File: config.mk
export PLATFORM = sky130hd
export DESIGN_NAME = mem_stage_seq_flat
export DESIGN_NICKNAME = d
export VERILOG_FILES = /design/src/rtl/mem_stage_seq_if.sv /design/src/rtl/mem_stage_seq.sv /design/src/flat_wrapper.sv
export SDC_FILE = /design/constraint.sdc
export NUM_CORES = 1
export LEC_CHECK = 0
export ABC_CLOCK_PERIOD_IN_PS = 2700
export BUFFER_PORTS_ARGS = -buffer_cell sky130_fd_sc_hd__buf_2
export CAP_MARGIN = 20
export CORE_AREA = 2 2 82 84
export CTS_BUF_LIST = sky130_fd_sc_hd__clkbuf_2 sky130_fd_sc_hd__clkbuf_4 sky130_fd_sc_hd__clkbuf_8
export DETAILED_ROUTE_END_ITERATION = 12
export DIE_AREA = 0 0 84 86
export GPL_TIMING_DRIVEN = 1
export PLACE_DENSITY = 0.85
export SLEW_MARGIN = 25
export SYNTH_ARGS = -nofsm -noshare
export SYNTH_HDL_FRONTEND = slang
export SYNTH_SLANG_ARGS = --single-unit
File: constraint.sdc
create_clock -name clk -period 2.7 [get_ports clk]
set_clock_uncertainty 0.1 [all_clocks]
set_input_delay 0.135 -clock clk [delete_from_list [all_inputs] [get_ports clk]]
set_output_delay 0.135 -clock clk [all_outputs]
set_load 0.05 [all_outputs]
File: src/rtl/mem_stage_seq_if.sv
// Purpose: data-memory port bundle between the MEM-stage sequencer and data memory.
//   master : sequencer side (drives request, receives response)
//   slave  : memory side (receives request, drives response)
// Signals: d_mem_read, d_mem_write, d_mem_byte_enable[NB], d_mem_address[ADDR_W],
//          d_mem_wdata[DATA_W], d_mem_resp, d_mem_rdata[DATA_W]
interface mem_stage_seq_if #(
  parameter int unsigned DATA_W = 16,
  parameter int unsigned ADDR_W = 16
);
  localparam int unsigned NB = DATA_W / 8;

  logic              d_mem_read;
  logic              d_mem_write;
  logic [NB-1:0]     d_mem_byte_enable;
  logic [ADDR_W-1:0] d_mem_address;
  logic [DATA_W-1:0] d_mem_wdata;
  logic              d_mem_resp;
  logic [DATA_W-1:0] d_mem_rdata;

  modport master (
    output d_mem_read, d_mem_write, d_mem_byte_enable, d_mem_address, d_mem_wdata,
    input  d_mem_resp, d_mem_rdata
  );

  modport slave (
    input  d_mem_read, d_mem_write, d_mem_byte_enable, d_mem_address, d_mem_wdata,
    output d_mem_resp, d_mem_rdata
  );
endinterface

File: src/rtl/mem_stage_seq.sv
// Purpose: LC-3b MEM-stage sequencer. Runs direct (LDR/STR/LDB/STB/TRAP) and two-phase
//   indirect (LDI/STI) data-memory accesses, waits on d_mem_resp with a timeout, stalls the
//   upstream pipeline while busy and aligns byte lanes.
// Ports:
//   clk, rst                      clock, synchronous active-high reset
//   valid_in, opcode_in,          MEM control word of the instruction held in EX/MEM
//   mem_read_in, mem_write_in,
//   byte_op_in, addr_in, wdata_in
//   dmem (mem_stage_seq_if.master) registered request / memory response
//   mdr_out                       load result to MEM/WB (valid in the done cycle, then held)
//   stall, done                   pipeline hold / instruction-leaves-MEM pulse (same-cycle)
//   timeout                       sticky request timeout flag
//   stall_cycles                  stall-cycle perf counter
// Optional feature: define MEM_SEQ_PERF_EN to build the saturating stall_cycles counter;
//   otherwise stall_cycles is tied to 0. DATA_W must be a multiple of 8 and at least 16.
module mem_stage_seq #(
  parameter int unsigned DATA_W   = 16,
  parameter int unsigned ADDR_W   = 16,
  parameter int unsigned MAX_WAIT = 255,
  parameter int unsigned CNT_W    = 16
) (
  input  logic              clk,
  input  logic              rst,
  input  logic              valid_in,
  input  logic [3:0]        opcode_in,
  input  logic              mem_read_in,
  input  logic              mem_write_in,
  input  logic              byte_op_in,
  input  logic [ADDR_W-1:0] addr_in,
  input  logic [DATA_W-1:0] wdata_in,
  mem_stage_seq_if.master   dmem,
  output logic [DATA_W-1:0] mdr_out,
  output logic              stall,
  output logic              done,
  output logic              timeout,
  output logic [CNT_W-1:0]  stall_cycles
);
  localparam int unsigned NB  = DATA_W / 8;
  localparam int unsigned LW  = $clog2(NB);
  localparam int unsigned WCW = $clog2(MAX_WAIT + 1);

  localparam logic [3:0]        OP_LDI    = 4'b1010;
  localparam logic [3:0]        OP_STI    = 4'b1011;
  localparam logic [NB-1:0]     ALL_LANES = '1;
  localparam logic [ADDR_W-1:0] WORD_MASK = ~ADDR_W'(NB - 1);

  typedef enum logic [1:0] {IDLE, ACCESS, IND_PTR, IND_FIN} state_t;

  state_t            state_q, state_d;
  logic [WCW-1:0]    wait_q, wait_d;
  logic              rd_q, rd_d;
  logic              wr_q, wr_d;
  logic [NB-1:0]     be_q, be_d;
  logic [ADDR_W-1:0] addr_q, addr_d;
  logic [DATA_W-1:0] wdata_q, wdata_d;
  logic              byte_q, byte_d;
  logic [LW-1:0]     lane_q, lane_d;
  logic              store_q, store_d;
  logic              timeout_q, timeout_d;
  logic [DATA_W-1:0] mdr_q;

  logic              mem_op;
  logic              ind;
  logic [LW-1:0]     lane_in;
  logic              timed_out;
  logic [7:0]        load_byte;
  logic [DATA_W-1:0] load_val;

  assign mem_op    = valid_in & (mem_read_in | mem_write_in);
  assign ind       = (opcode_in == OP_LDI) | (opcode_in == OP_STI);
  assign lane_in   = addr_in[LW-1:0];
  assign timed_out = (wait_q == WCW'(MAX_WAIT));

  // Byte loads return the addressed lane zero-extended
  assign load_byte = 8'(dmem.d_mem_rdata >> {lane_q, 3'b000});
  assign load_val  = byte_q ? DATA_W'(load_byte) : dmem.d_mem_rdata;

  // Next-state, next-request and same-cycle pipeline outputs
  always_comb begin
    state_d   = state_q;
    wait_d    = wait_q;
    rd_d      = rd_q;
    wr_d      = wr_q;
    be_d      = be_q;
    addr_d    = addr_q;
    wdata_d   = wdata_q;
    byte_d    = byte_q;
    lane_d    = lane_q;
    store_d   = store_q;
    timeout_d = timeout_q;
    mdr_out   = mdr_q;
    stall     = 1'b0;
    done      = 1'b0;

    case (state_q)
      IDLE: begin
        if (valid_in && !mem_op) begin
          done = 1'b1;
        end else if (mem_op) begin
          stall   = 1'b1;
          wait_d  = '0;
          byte_d  = byte_op_in & ~ind;
          lane_d  = lane_in;
          store_d = ind ? (opcode_in == OP_STI) : mem_write_in;
          wdata_d = (byte_op_in && !ind) ? {NB{wdata_in[7:0]}} : wdata_in;
          if (ind) begin
            // Pointer fetch is always a full-word read
            state_d = IND_PTR;
            rd_d    = 1'b1;
            wr_d    = 1'b0;
            be_d    = ALL_LANES;
            addr_d  = addr_in & WORD_MASK;
          end else begin
            state_d = ACCESS;
            rd_d    = mem_read_in & ~mem_write_in;
            wr_d    = mem_write_in;
            be_d    = byte_op_in ? (NB'(1) << lane_in) : ALL_LANES;
            addr_d  = byte_op_in ? addr_in : (addr_in & WORD_MASK);
          end
        end
      end

      default: begin
        if (timed_out) begin
          // Request was already dropped at the edge the counter reached MAX_WAIT
          done    = 1'b1;
          mdr_out = '0;
          state_d = IDLE;
          wait_d  = '0;
        end else if (dmem.d_mem_resp) begin
          wait_d = '0;
          if (state_q == IND_PTR) begin
            stall   = 1'b1;
            state_d = IND_FIN;
            rd_d    = ~store_q;
            wr_d    = store_q;
            be_d    = ALL_LANES;
            addr_d  = ADDR_W'(dmem.d_mem_rdata) & WORD_MASK;
          end else begin
            done    = 1'b1;
            state_d = IDLE;
            rd_d    = 1'b0;
            wr_d    = 1'b0;
            if (rd_q) mdr_out = load_val;
          end
        end else begin
          stall  = 1'b1;
          wait_d = wait_q + WCW'(1);
          if (wait_d == WCW'(MAX_WAIT)) begin
            rd_d      = 1'b0;
            wr_d      = 1'b0;
            timeout_d = 1'b1;
          end
        end
      end
    endcase
  end

  // State and registered request outputs
  always_ff @(posedge clk) begin
    if (rst) begin
      state_q   <= IDLE;
      wait_q    <= '0;
      rd_q      <= 1'b0;
      wr_q      <= 1'b0;
      be_q      <= '0;
      addr_q    <= '0;
      wdata_q   <= '0;
      byte_q    <= 1'b0;
      lane_q    <= '0;
      store_q   <= 1'b0;
      timeout_q <= 1'b0;
      mdr_q     <= '0;
    end else begin
      state_q   <= state_d;
      wait_q    <= wait_d;
      rd_q      <= rd_d;
      wr_q      <= wr_d;
      be_q      <= be_d;
      addr_q    <= addr_d;
      wdata_q   <= wdata_d;
      byte_q    <= byte_d;
      lane_q    <= lane_d;
      store_q   <= store_d;
      timeout_q <= timeout_d;
      mdr_q     <= mdr_out;
    end
  end

  assign dmem.d_mem_read        = rd_q;
  assign dmem.d_mem_write       = wr_q;
  assign dmem.d_mem_byte_enable = be_q;
  assign dmem.d_mem_address     = addr_q;
  assign dmem.d_mem_wdata       = wdata_q;
  assign timeout                = timeout_q;

`ifdef MEM_SEQ_PERF_EN
  logic [CNT_W-1:0] perf_q;

  // Saturating count of stall-high cycles
  always_ff @(posedge clk) begin
    if (rst) begin
      perf_q <= '0;
    end else if (stall && (perf_q != '1)) begin
      perf_q <= perf_q + CNT_W'(1);
    end
  end

  assign stall_cycles = perf_q;
`else
  assign stall_cycles = '0;
`endif
endmodule
File: src/flat_wrapper.sv
// flat-port wrapper written by rule: the top's interface ports become plain ports
module mem_stage_seq_flat 
#(
  parameter int unsigned DATA_W   = 16,
  parameter int unsigned ADDR_W   = 16,
  parameter int unsigned MAX_WAIT = 255,
  parameter int unsigned CNT_W    = 16
)
  (clk, rst, valid_in, opcode_in, mem_read_in, mem_write_in, byte_op_in, addr_in, wdata_in, mdr_out, stall, done, timeout, stall_cycles, dmem_d_mem_read, dmem_d_mem_write, dmem_d_mem_byte_enable, dmem_d_mem_address, dmem_d_mem_wdata, dmem_d_mem_resp, dmem_d_mem_rdata);
  mem_stage_seq_if #(.DATA_W(DATA_W), .ADDR_W(ADDR_W)) dmem_i ();
  input  logic clk;
  input  logic rst;
  input  logic valid_in;
  input  logic [3:0] opcode_in;
  input  logic mem_read_in;
  input  logic mem_write_in;
  input  logic byte_op_in;
  input  logic [ADDR_W-1:0] addr_in;
  input  logic [DATA_W-1:0] wdata_in;
  output logic [DATA_W-1:0] mdr_out;
  output logic stall;
  output logic done;
  output logic timeout;
  output logic [CNT_W-1:0] stall_cycles;
  output wire logic [$bits(dmem_i.d_mem_read)-1:0] dmem_d_mem_read;
  output wire logic [$bits(dmem_i.d_mem_write)-1:0] dmem_d_mem_write;
  output wire logic [$bits(dmem_i.d_mem_byte_enable)-1:0] dmem_d_mem_byte_enable;
  output wire logic [$bits(dmem_i.d_mem_address)-1:0] dmem_d_mem_address;
  output wire logic [$bits(dmem_i.d_mem_wdata)-1:0] dmem_d_mem_wdata;
  input wire logic [$bits(dmem_i.d_mem_resp)-1:0] dmem_d_mem_resp;
  input wire logic [$bits(dmem_i.d_mem_rdata)-1:0] dmem_d_mem_rdata;
  assign dmem_d_mem_read = dmem_i.d_mem_read;
  assign dmem_d_mem_write = dmem_i.d_mem_write;
  assign dmem_d_mem_byte_enable = dmem_i.d_mem_byte_enable;
  assign dmem_d_mem_address = dmem_i.d_mem_address;
  assign dmem_d_mem_wdata = dmem_i.d_mem_wdata;
  assign dmem_i.d_mem_resp = dmem_d_mem_resp;
  assign dmem_i.d_mem_rdata = dmem_d_mem_rdata;
  mem_stage_seq #(.DATA_W(DATA_W), .ADDR_W(ADDR_W), .MAX_WAIT(MAX_WAIT), .CNT_W(CNT_W)) u_core (.clk(clk), .rst(rst), .valid_in(valid_in), .opcode_in(opcode_in), .mem_read_in(mem_read_in), .mem_write_in(mem_write_in), .byte_op_in(byte_op_in), .addr_in(addr_in), .wdata_in(wdata_in), .dmem(dmem_i), .mdr_out(mdr_out), .stall(stall), .done(done), .timeout(timeout), .stall_cycles(stall_cycles));
endmodule
==> impl_metrics.ini, run 1 <==
[synth]
async_flop_share_pct = 0
syn_area_per_cell_um2 = 8.601
yosysWarnings = 0
netlist_area_um2 = 3286
synth.most_common_cell = nand2_1
synth_top_area_share_pct = 40.21
ys.flop_type = dfxtp_1
ys_top_cells_by_area = dfxtp_1 40%, nand2_1 7.9%, nor2_1 5.3%
synth_edf_count = 0
synthCells = 382
synthTopCellsByCount = 69 x nand2_1, 66 x dfxtp_1, 46 x nor2_1
ys_types = 50
ys_ff_latch = 66
synth.largest_area_cell = dfxtp_1
seq_area_frac_synth_pct = 40.21

[cts]
clock_latency_ns = 0.34
cts_sinks = 66
clkTransAtPathRegs_ns = 0.07
htreeDepth = 3
numCtsBuffers = 9
cts_tree = yes
postCtsSetupRepairBufs = 0
cts_max_path_buffers = 2
cts_root_buffer = clkbuf_8

[critical_path]
worstPathRequired_ns = 2.88
critPathSlowestCell = dlygate4sd3_1
cp.arrival_ns = 2.72
cp_max_fo = 36
crit_type = reg2reg
worstSetupEndpointType = flip-flop
path_cells = ha_1 -> nand3_4 -> o211ai_2 -> a21oi_4 -> buf_6 -> nor2_1 -> a311oi_1 -> dlygate4sd3_1
cp-start-kind = flip-flop
crit_path_max_incr_delay_ns = 0.60

[route]
drt-total-wl_mm = 9.083
wire_per_inst_um = 15.06
first_pass_iters = 5
initialDrtViolationCount = 217
drc = 0
ant_nets = 0
vias = 3288
vias_per_cell = 5.453

[final_layout]
instances_no_fill = 603
diodes = 0
seqCellArea_um2 = 1321
drive_above_1_share_pct = 30.42
final_cell_area_um2 = 4368
multi_input_area_um2 = 1773
fillers = 460
nNetsFinal = 582
area_growth_pct = 32.94

[global_route]
grt_max_degree = 37
antenna_found_initial = 0
grt_pass1_wl_mm = 14.43
grt_pass1_vias = 3061
globalRouteOverflowTotal = 0
grtUsageTotal_pct = 24.62

[placement]
place_area_um2 = 3799
numPortBuffers = 113
dpl.hpwl_mm = 5.912
dp_slack_ns = 0.5907
dp.cells = 551
place.gp.congestion = 0.8474

[power]
clkPwrFrac_pct = 33.5
ir_drop_mv = 0.3860
p_seq_share_pct = 41.2
power_leakage_nw = 2.010
p_switching_w = 0.0008777
combPwrFrac_pct = 25.3
powerDensity_nw_per_um2 = 593.5
p_sw_share_pct = 33.85
intPower_w = 0.001715

[floorplan]
start_util_pct = 52.34
coreArea_um2 = 6277
dieArea_um2 = 7224
die_x_um = 84
rows = 29
ioPinCount = 130
die_h_um = 86

[sta]
tns_ns = 0
tightest_slew_ns = 0.6210
rsz0062_at_grt = no
worst_slack_ns = 0.1524
final-max-slew-violation-count = 0
max_slew_margin_pct = 58.60
final-hold-violation-count = 0
holdWs_ns = 0.003187
fin_crit_ns = 2.548
period_share_pct = 94.36
setup_viol = 0
fmax_mhz = 392.5

[run_status]
status = finished clean

[run]
drv_cap = 0

[worst_hold_path]
min_path_type = in2reg
metal layers:
layer  GRT usage [%]  routed length, um  vias to the layer above  part of all wire [%]
met1           29.72               3667                     1543                    40
met2           43.49               4568                      140                    50
met3           5.390                593                       26                   6.5
li1                -                  -                     1579                     -
met4           8.504                253                        0                   2.8
met5               0                  0                        -                     0
cell usage in the layout, fill, tap and decap left out, drive strengths merged, types with 9 or more instances in the layout:
| master | instances |
|---|---|
| mux2i | 11 |
| nand3 | 12 |
| dlygate4sd3 | 35 |
| conb | 16 |
| a311oi | 25 |
| nand2 | 69 |
| a21oi | 20 |
| clkbuf | 12 |
| nor2 | 49 |
| dfxtp | 66 |
| nor2b | 17 |
| o21ai | 9 |
| buf | 119 |
timing repair:
| item | 4_1_cts | 5_1_grt |
|---|---|---|
| gates resized for setup | 0 | 1 |
| setup endpoints to repair | 0 | 6 |
| hold buffers | 35 | 0 |
| endpoints found under the hold margin | 31 | 0 |
cell type report:
class / count / area share [%]
Multi-Input combinational cell: 289 / 40.59
Sequential cell: 66 / 30.25
Timing Repair Buffer: 154 / 22.09
Clock buffer: 12 / 3.638
Tap cell: 77 / 2.206
Clock inverter: 4 / 1.146
Inverter: 1 / 0.08594
flip-flops by register name, indices dropped and copies added (netlist names):
signal                         flops
u_core.byte_q                      1
u_core.dmem.d_mem_address         16
u_core.dmem.d_mem_byte_enable      2
u_core.dmem.d_mem_read             1
u_core.dmem.d_mem_wdata           16
u_core.dmem.d_mem_write            1
u_core.lane_q                      1
u_core.mdr_q                      16
u_core.state_q                     2
u_core.store_q                     1
u_core.timeout                     1
u_core.wait_q                      8
final timing paths:
path,slack (ns),depth (start not counted),from,endpoint
min reg2reg,0.36,2,u_core.dmem.d_mem_wdata[6],u_core.dmem.d_mem_wdata[6]
max,0.15,8,u_core.wait_q[0],u_core.dmem.d_mem_address[2]
min,0.003,3,addr_in[14],u_core.dmem.d_mem_address[14]
max reg2reg,0.15,8,u_core.wait_q[0],u_core.dmem.d_mem_address[2]
power by group through the flow:
stage	Clock (W)	Sequential [W]	Combinational [W]
floorplan	0	0.00125	0.000315
global placement	0	0.00109	0.000587
detailed placement	0	0.00109	0.000597
CTS	0.000876	0.00107	0.000645
global route	0.000917	0.00108	0.000699
finish	0.000868	0.00107	0.000655
kinds of logic (layout without fill, tap and decap cells):
| kind of cell | count (synthesis) | in the layout | share of synthesized area, % |
|---|---|---|---|
| XOR/XNOR | 7 | 7 | 1.866 |
| other | 1 | 16 | 0.1141 |
| buffers and inverters | 43 | 171 | 7.730 |
| multiplexers | 11 | 11 | 3.351 |
| AO/OA/AOI/OAI | 83 | 83 | 21.71 |
| AND/OR/NAND/NOR | 169 | 170 | 24.26 |
| flip-flops | 66 | 66 | 40.21 |
| adder cells (fa/ha/maj) | 2 | 2 | 0.7615 |
critical path, delay by kind of cell (launching register included):
family / cells / cell delay [ns]
AO/OA/AOI/OAI: 3 / 0.59
adder cells (fa/ha/maj): 1 / 0.29
buffers and inverters: 2 / 0.89
flip-flops: 1 / 0.37
AND/OR/NAND/NOR: 2 / 0.25
stage by stage:
step                total power, W  utilization (%)
floorplan                 0.001561                -
global placement          0.001674            60.51
detailed placement        0.001687            60.51
CTS                       0.002589            69.42
global route              0.002690            69.58
finish                    0.002593            69.58
(Power assumes the default switching activity.)
==> run 2: changes to the inputs <==
--- a/config.mk
+++ b/config.mk
@@ -5,15 +5,15 @@
 export SDC_FILE = /design/constraint.sdc
 export NUM_CORES = 1
 export LEC_CHECK = 0
-export ABC_CLOCK_PERIOD_IN_PS = 2700
+export ABC_CLOCK_PERIOD_IN_PS = 2400
 export BUFFER_PORTS_ARGS = -buffer_cell sky130_fd_sc_hd__buf_2
 export CAP_MARGIN = 20
-export CORE_AREA = 2 2 82 84
+export CORE_AREA = 2 2 85 87
 export CTS_BUF_LIST = sky130_fd_sc_hd__clkbuf_2 sky130_fd_sc_hd__clkbuf_4 sky130_fd_sc_hd__clkbuf_8
 export DETAILED_ROUTE_END_ITERATION = 12
-export DIE_AREA = 0 0 84 86
+export DIE_AREA = 0 0 87 89
 export GPL_TIMING_DRIVEN = 1
-export PLACE_DENSITY = 0.85
+export PLACE_DENSITY = 0.8
 export SLEW_MARGIN = 25
 export SYNTH_ARGS = -nofsm -noshare
 export SYNTH_HDL_FRONTEND = slang
==> constraint.sdc (replaced) <==
create_clock -name clk -period 2.4 [get_ports clk]
set_clock_uncertainty 0.1 [all_clocks]
set_input_delay 0.12 -clock clk [delete_from_list [all_inputs] [get_ports clk]]
set_output_delay 0.12 -clock clk [all_outputs]
set_load 0.05 [all_outputs]
==> run 2 against run 1 <==
Die area rose by 7.2%; power increased by 7.4%; utilization decreased by 3.1 points; non-clock buffer count increased by 9; register-to-register slack gained 0.04 ns; sequential cell count stayed put; via count rose by 1.9%; critical endpoint is now mdr_out[15]; highest routed layer unchanged.
==> impl_metrics.ini, run 2 (synthesized netlist as in run 1, its figures left out) <==
[run_status]
status = finished clean

[final_layout]
area_growth_pct = 35.87
drive_above_1_share_pct = 31.27
instances_no_fill = 614
nNetsFinal = 590
final_common_cell = buf_2
fillers = 532
diodes = 0
final_cell_mix = 112 x buf_2, 69 x nand2_1, 62 x dfxtp_1, 46 x nor2_1, 41 x dlygate4sd3_1

[sta]
setup_viol = 0
final-max-slew-violation-count = 0
fmax_mhz = 436.2
tightest_slew_ns = 0.6794
period_share_pct = 95.51
max_slew_margin_pct = 54.71
rsz0062_at_grt = no
final-hold-violation-count = 0
tns_ns = 0
fin_crit_ns = 2.292

[floorplan]
die_x_um = 87
die_h_um = 89
rows = 30
dieArea_um2 = 7743
ioPinCount = 130
coreArea_um2 = 6719
start_util_pct = 48.90

[critical_path]
path_cells = nand4_2 -> o21ai_4 -> nor2_2 -> a22o_1 -> buf_2
crit_type = reg2out
cp.arrival_ns = 2.07
critPathSlowestCell = dfxtp_1
crit_path_max_incr_delay_ns = 0.45
cp-start-kind = flip-flop
worstSetupEndpointType = output port
worstPathRequired_ns = 2.18
cp_max_fo = 9

[power]
powerDensity_nw_per_um2 = 623.9
ir_drop_mv = 0.4852
power_leakage_nw = 2.050

[placement]
dp.cells = 555
place.gp.congestion = 0.8496
dpl.hpwl_mm = 6.050
numPortBuffers = 113

[global_route]
grt_max_degree = 37
antenna_found_initial = 0
grtUsageTotal_pct = 23.74
grt_pass1_vias = 3097
globalRouteOverflowTotal = 0
grt_pass1_wl_mm = 14.39

[route]
ant_nets = 0
vias = 3351
drt-total-wl_mm = 9.574
initialDrtViolationCount = 221
drc = 0
first_pass_iters = 5
wire_per_inst_um = 15.59
vias_per_cell = 5.458

[run]
drv_cap = 0

[cts]
cts_max_path_buffers = 2
cts_root_buffer = clkbuf_8
clock_latency_ns = 0.34
numCtsBuffers = 9
cts_tree = yes
clkTransAtPathRegs_ns = 0.07
htreeDepth = 3
cts_sinks = 66

[worst_hold_path]
min_path_type = in2reg
run 2: worst paths after layout:
check / startpoint / to / slack [ns] / depth (start not counted)
max: u_core.wait_q[5] / mdr_out[15] / 0.11 / 5
min: dmem_d_mem_rdata[15] / u_core.dmem.d_mem_address[15] / 0.02 / 3
max reg2reg: u_core.state_q[1] / u_core.dmem.d_mem_address[3] / 0.19 / 4
min reg2reg: u_core.dmem.d_mem_wdata[0] / u_core.dmem.d_mem_wdata[0] / 0.35 / 2
run 2: per-stage QoR:
step / worst slack, ns / util [%] / hold WS, ns / total power (W) / instance area (um^2)
2_1_floorplan: 0.2156 / - / 0.1287 / 0.001757 / 3342
3_3_place_gp: 0.4143 / 56.89 / 0.2707 / 0.001893 / 3822
3_5_place_dp: 0.3392 / 56.89 / 0.2826 / 0.001905 / 3822
4_1_cts: 0.01338 / 65.57 / 0.0004984 / 0.002764 / 4405
5_1_grt: 0.03874 / 66.44 / 0.02282 / 0.002902 / 4464
6_report: 0.1077 / 66.44 / 0.01757 / 0.002785 / 4464
run 2: power breakdown:
group	internal (W)	switching [W]
registers	0.00116	0.0000444
clock network	0.000394	0.000423
logic	0.000241	0.000522
run 2: layer usage:
metal / track usage (%) / part of all wire (%)
met4: 11.08 / 2.4
met1: 29.33 / 41
met2: 39.97 / 49
met5: 0 / 0
met3: 4.709 / 7.3
run 2: critical path: cells and delay by family (launching register included):
family / cells / cell delay [ns]
AO/OA/AOI/OAI: 2 / 0.62
buffers and inverters: 1 / 0.22
flip-flops: 1 / 0.45
AND/OR/NAND/NOR: 2 / 0.43
run 2: repair_timing:
| item | 4_1_cts | 5_1_grt |
|---|---|---|
| pin swaps | 0 | 2 |
| endpoints found under the setup margin | 8 | 20 |
| endpoints found under the hold margin | 34 | 0 |
| buffers inserted | 0 | 1 |
| gates resized for setup | 1 | 7 |
| gates cloned | 0 | 1 |
| hold buffers | 41 | 0 |
run 2: layout make-up:
class	count	area, um^2	share of cell area [%]
multi-input cells	288	1788	40.05
flip-flops and latches	66	1326	29.71
repair buffers	163	1076	24.10
clock buffers	11	138.9	3.111
well taps	80	100.1	2.242
clock inverters	5	31.28	0.7007
inverters	1	3.754	0.08408
==> run 3: changes to the inputs <==
--- a/config.mk
+++ b/config.mk
@@ -13,7 +13,7 @@
 export DETAILED_ROUTE_END_ITERATION = 12
 export DIE_AREA = 0 0 87 89
 export GPL_TIMING_DRIVEN = 1
-export PLACE_DENSITY = 0.8
+export PLACE_DENSITY = 0.91
 export SLEW_MARGIN = 25
 export SYNTH_ARGS = -nofsm -noshare
 export SYNTH_HDL_FRONTEND = slang
==> run 3 against run 2 <==
First-iteration DRC count is 11% higher; clock power up 19%; routed wire length rose by 8.4%; sequential share of layout area fell by 0.78 points; critical path type is now reg2reg.
==> impl_metrics.ini, run 3 (synthesized netlist as in run 1, its figures left out) <==
[sta]
period_share_pct = 99.56
setup_viol = 0
tightest_slew_ns = 0.5516
final-max-slew-violation-count = 0
fmax_mhz = 418.5
final-hold-violation-count = 0
max_slew_margin_pct = 63.14
fin_crit_ns = 2.389
worst_slack_ns = 0.01055
tns_ns = 0

[critical_path]
reg2reg_slack_ns = 0.01
cp_max_fo = 9
cp.arrival_ns = 2.59
crit_type = reg2reg
worstSetupEndpointType = flip-flop
r2r_start = u_core.wait_q[0]
cp-start-kind = flip-flop
r2r_end = u_core.dmem.d_mem_address[6]
worstPathRequired_ns = 2.60
reg2reg_depth = 8

[run]
drv_cap = 0

[route]
wire_per_inst_um = 16.71
initialDrtViolationCount = 246
first_pass_iters = 6
vias_per_cell = 5.586
ant_nets = 0
drc = 0
vias = 3469
drt-total-wl_mm = 10.38

[power]
ir_drop_mv = 0.4254
powerDensity_nw_per_um2 = 649.0
power_leakage_nw = 2.141

[floorplan]
die_h_um = 89
dieArea_um2 = 7743
die_x_um = 87
coreArea_um2 = 6719
start_util_pct = 48.90
ioPinCount = 130
rows = 30

[final_layout]
area_growth_pct = 39.41
final_common_cell = buf_2
final_cell_mix = 113 x buf_2, 69 x nand2_1, 63 x dfxtp_1, 46 x nor2_1, 42 x dlygate4sd3_1
nNetsFinal = 596
drive_above_1_share_pct = 31.48
fillers = 487

[cts]
clkTransAtPathRegs_ns = 0.08
cts_sinks = 66
cts_root_buffer = clkbuf_8
cts_tree = yes
cts_max_path_buffers = 2
numCtsBuffers = 9
htreeDepth = 3
clock_latency_ns = 0.35

[worst_hold_path]
min_path_type = in2reg
hold_path_depth = 3
min_from = opcode_in[0]
hold_end = u_core.store_q

[placement]
place.gp.congestion = 0.8539
dp_slack_ns = 0.3617
dpl.hpwl_mm = 6.199
numPortBuffers = 113

[global_route]
grt_max_degree = 37
grtUsageTotal_pct = 25.48
antenna_found_initial = 0
grt_pass1_wl_mm = 15.34
grt_pass1_vias = 3205
globalRouteOverflowTotal = 0

[run_status]
status = finished clean
run 3: repair_timing:
item	CTS	global route
gates resized for setup	1	6
gates cloned	0	2
hold endpoints to repair	34	0
pin swaps	1	3
hold buffers	43	0
buffers inserted	0	4
endpoints found under the setup margin	7	28
run 3: per-layer routing:
metal  part of all wire (%)  wire [um]  vias up  GRT usage [%]
met4                    3.4        352        0          11.79
met5                      0          0        -              0
li1                       -          -     1612              -
met1                     37       3824     1613          30.10
met3                    7.3        753       36          4.801
met2                     52       5448      208          44.83
run 3: worst max-delay path by stage:
| stage | startpoint | to | slack (ns) | cells past startpoint |
|---|---|---|---|---|
| floorplan | u_core.dmem.d_mem_read | u_core.mdr_q[0] | 0.22 | 4 |
| global placement | u_core.wait_q[0] | mdr_out[2] | 0.41 | 7 |
| detailed placement | u_core.wait_q[0] | mdr_out[12] | 0.36 | 6 |
| CTS | u_core.wait_q[1] | u_core.dmem.d_mem_address[10] | 0.01 | 8 |
| global route | u_core.state_q[1] | u_core.dmem.d_mem_address[2] | -0.008 | 5 |
| finish | u_core.wait_q[0] | u_core.dmem.d_mem_address[6] | 0.01 | 8 |
run 3: stage by stage:
stage,std cells,cell area (um^2),utilization (%),hold WS (ns),total power [W]
finish,621,4581,68.18,0.01946,0.002973
global route,620,4578,68.14,0.01470,0.003094
CTS,614,4462,66.41,0.001836,0.002920
detailed placement,555,3822,56.89,0.2814,0.001907
global placement,555,3822,56.89,0.2801,0.001890
floorplan,397,3342,-,0.1287,0.001757
run 3: power breakdown:
part / switching, W / internal, W / leakage [nW] / total (W)
clock network: 0.000448 / 0.000525 / 0.107 / 0.000974
registers: 0.0000482 / 0.00116 / 0.541 / 0.00121
logic: 0.000535 / 0.000256 / 1.49 / 0.000791
total: 0.00103 / 0.00194 / 2.14 / 0.00297
run 3: area by class of cell:
| type | instances | area [um^2] | area share (%) |
|---|---|---|---|
| multi-input cells | 288 | 1787 | 39.01 |
| flip-flops and latches | 66 | 1325 | 28.93 |
| repair buffers | 169 | 1156 | 25.24 |
| clock buffers | 11 | 145.1 | 3.169 |
| well taps | 80 | 100.1 | 2.185 |
| clock inverters | 5 | 61.31 | 1.338 |
| inverters | 1 | 3.754 | 0.08194 |
| diodes | 1 | 2.502 | 0.05463 |
run 3: critical path: stages, from the launching register on:
cell and delay (ns):
dfxtp_2 0.35, ha_2 0.22, nand3_4 0.14, o211ai_4 0.11, a21oi_4 0.28, buf_12 0.17, nor2_1 0.06, a311oi_2 0.31
dlygate4sd3_1 0.60
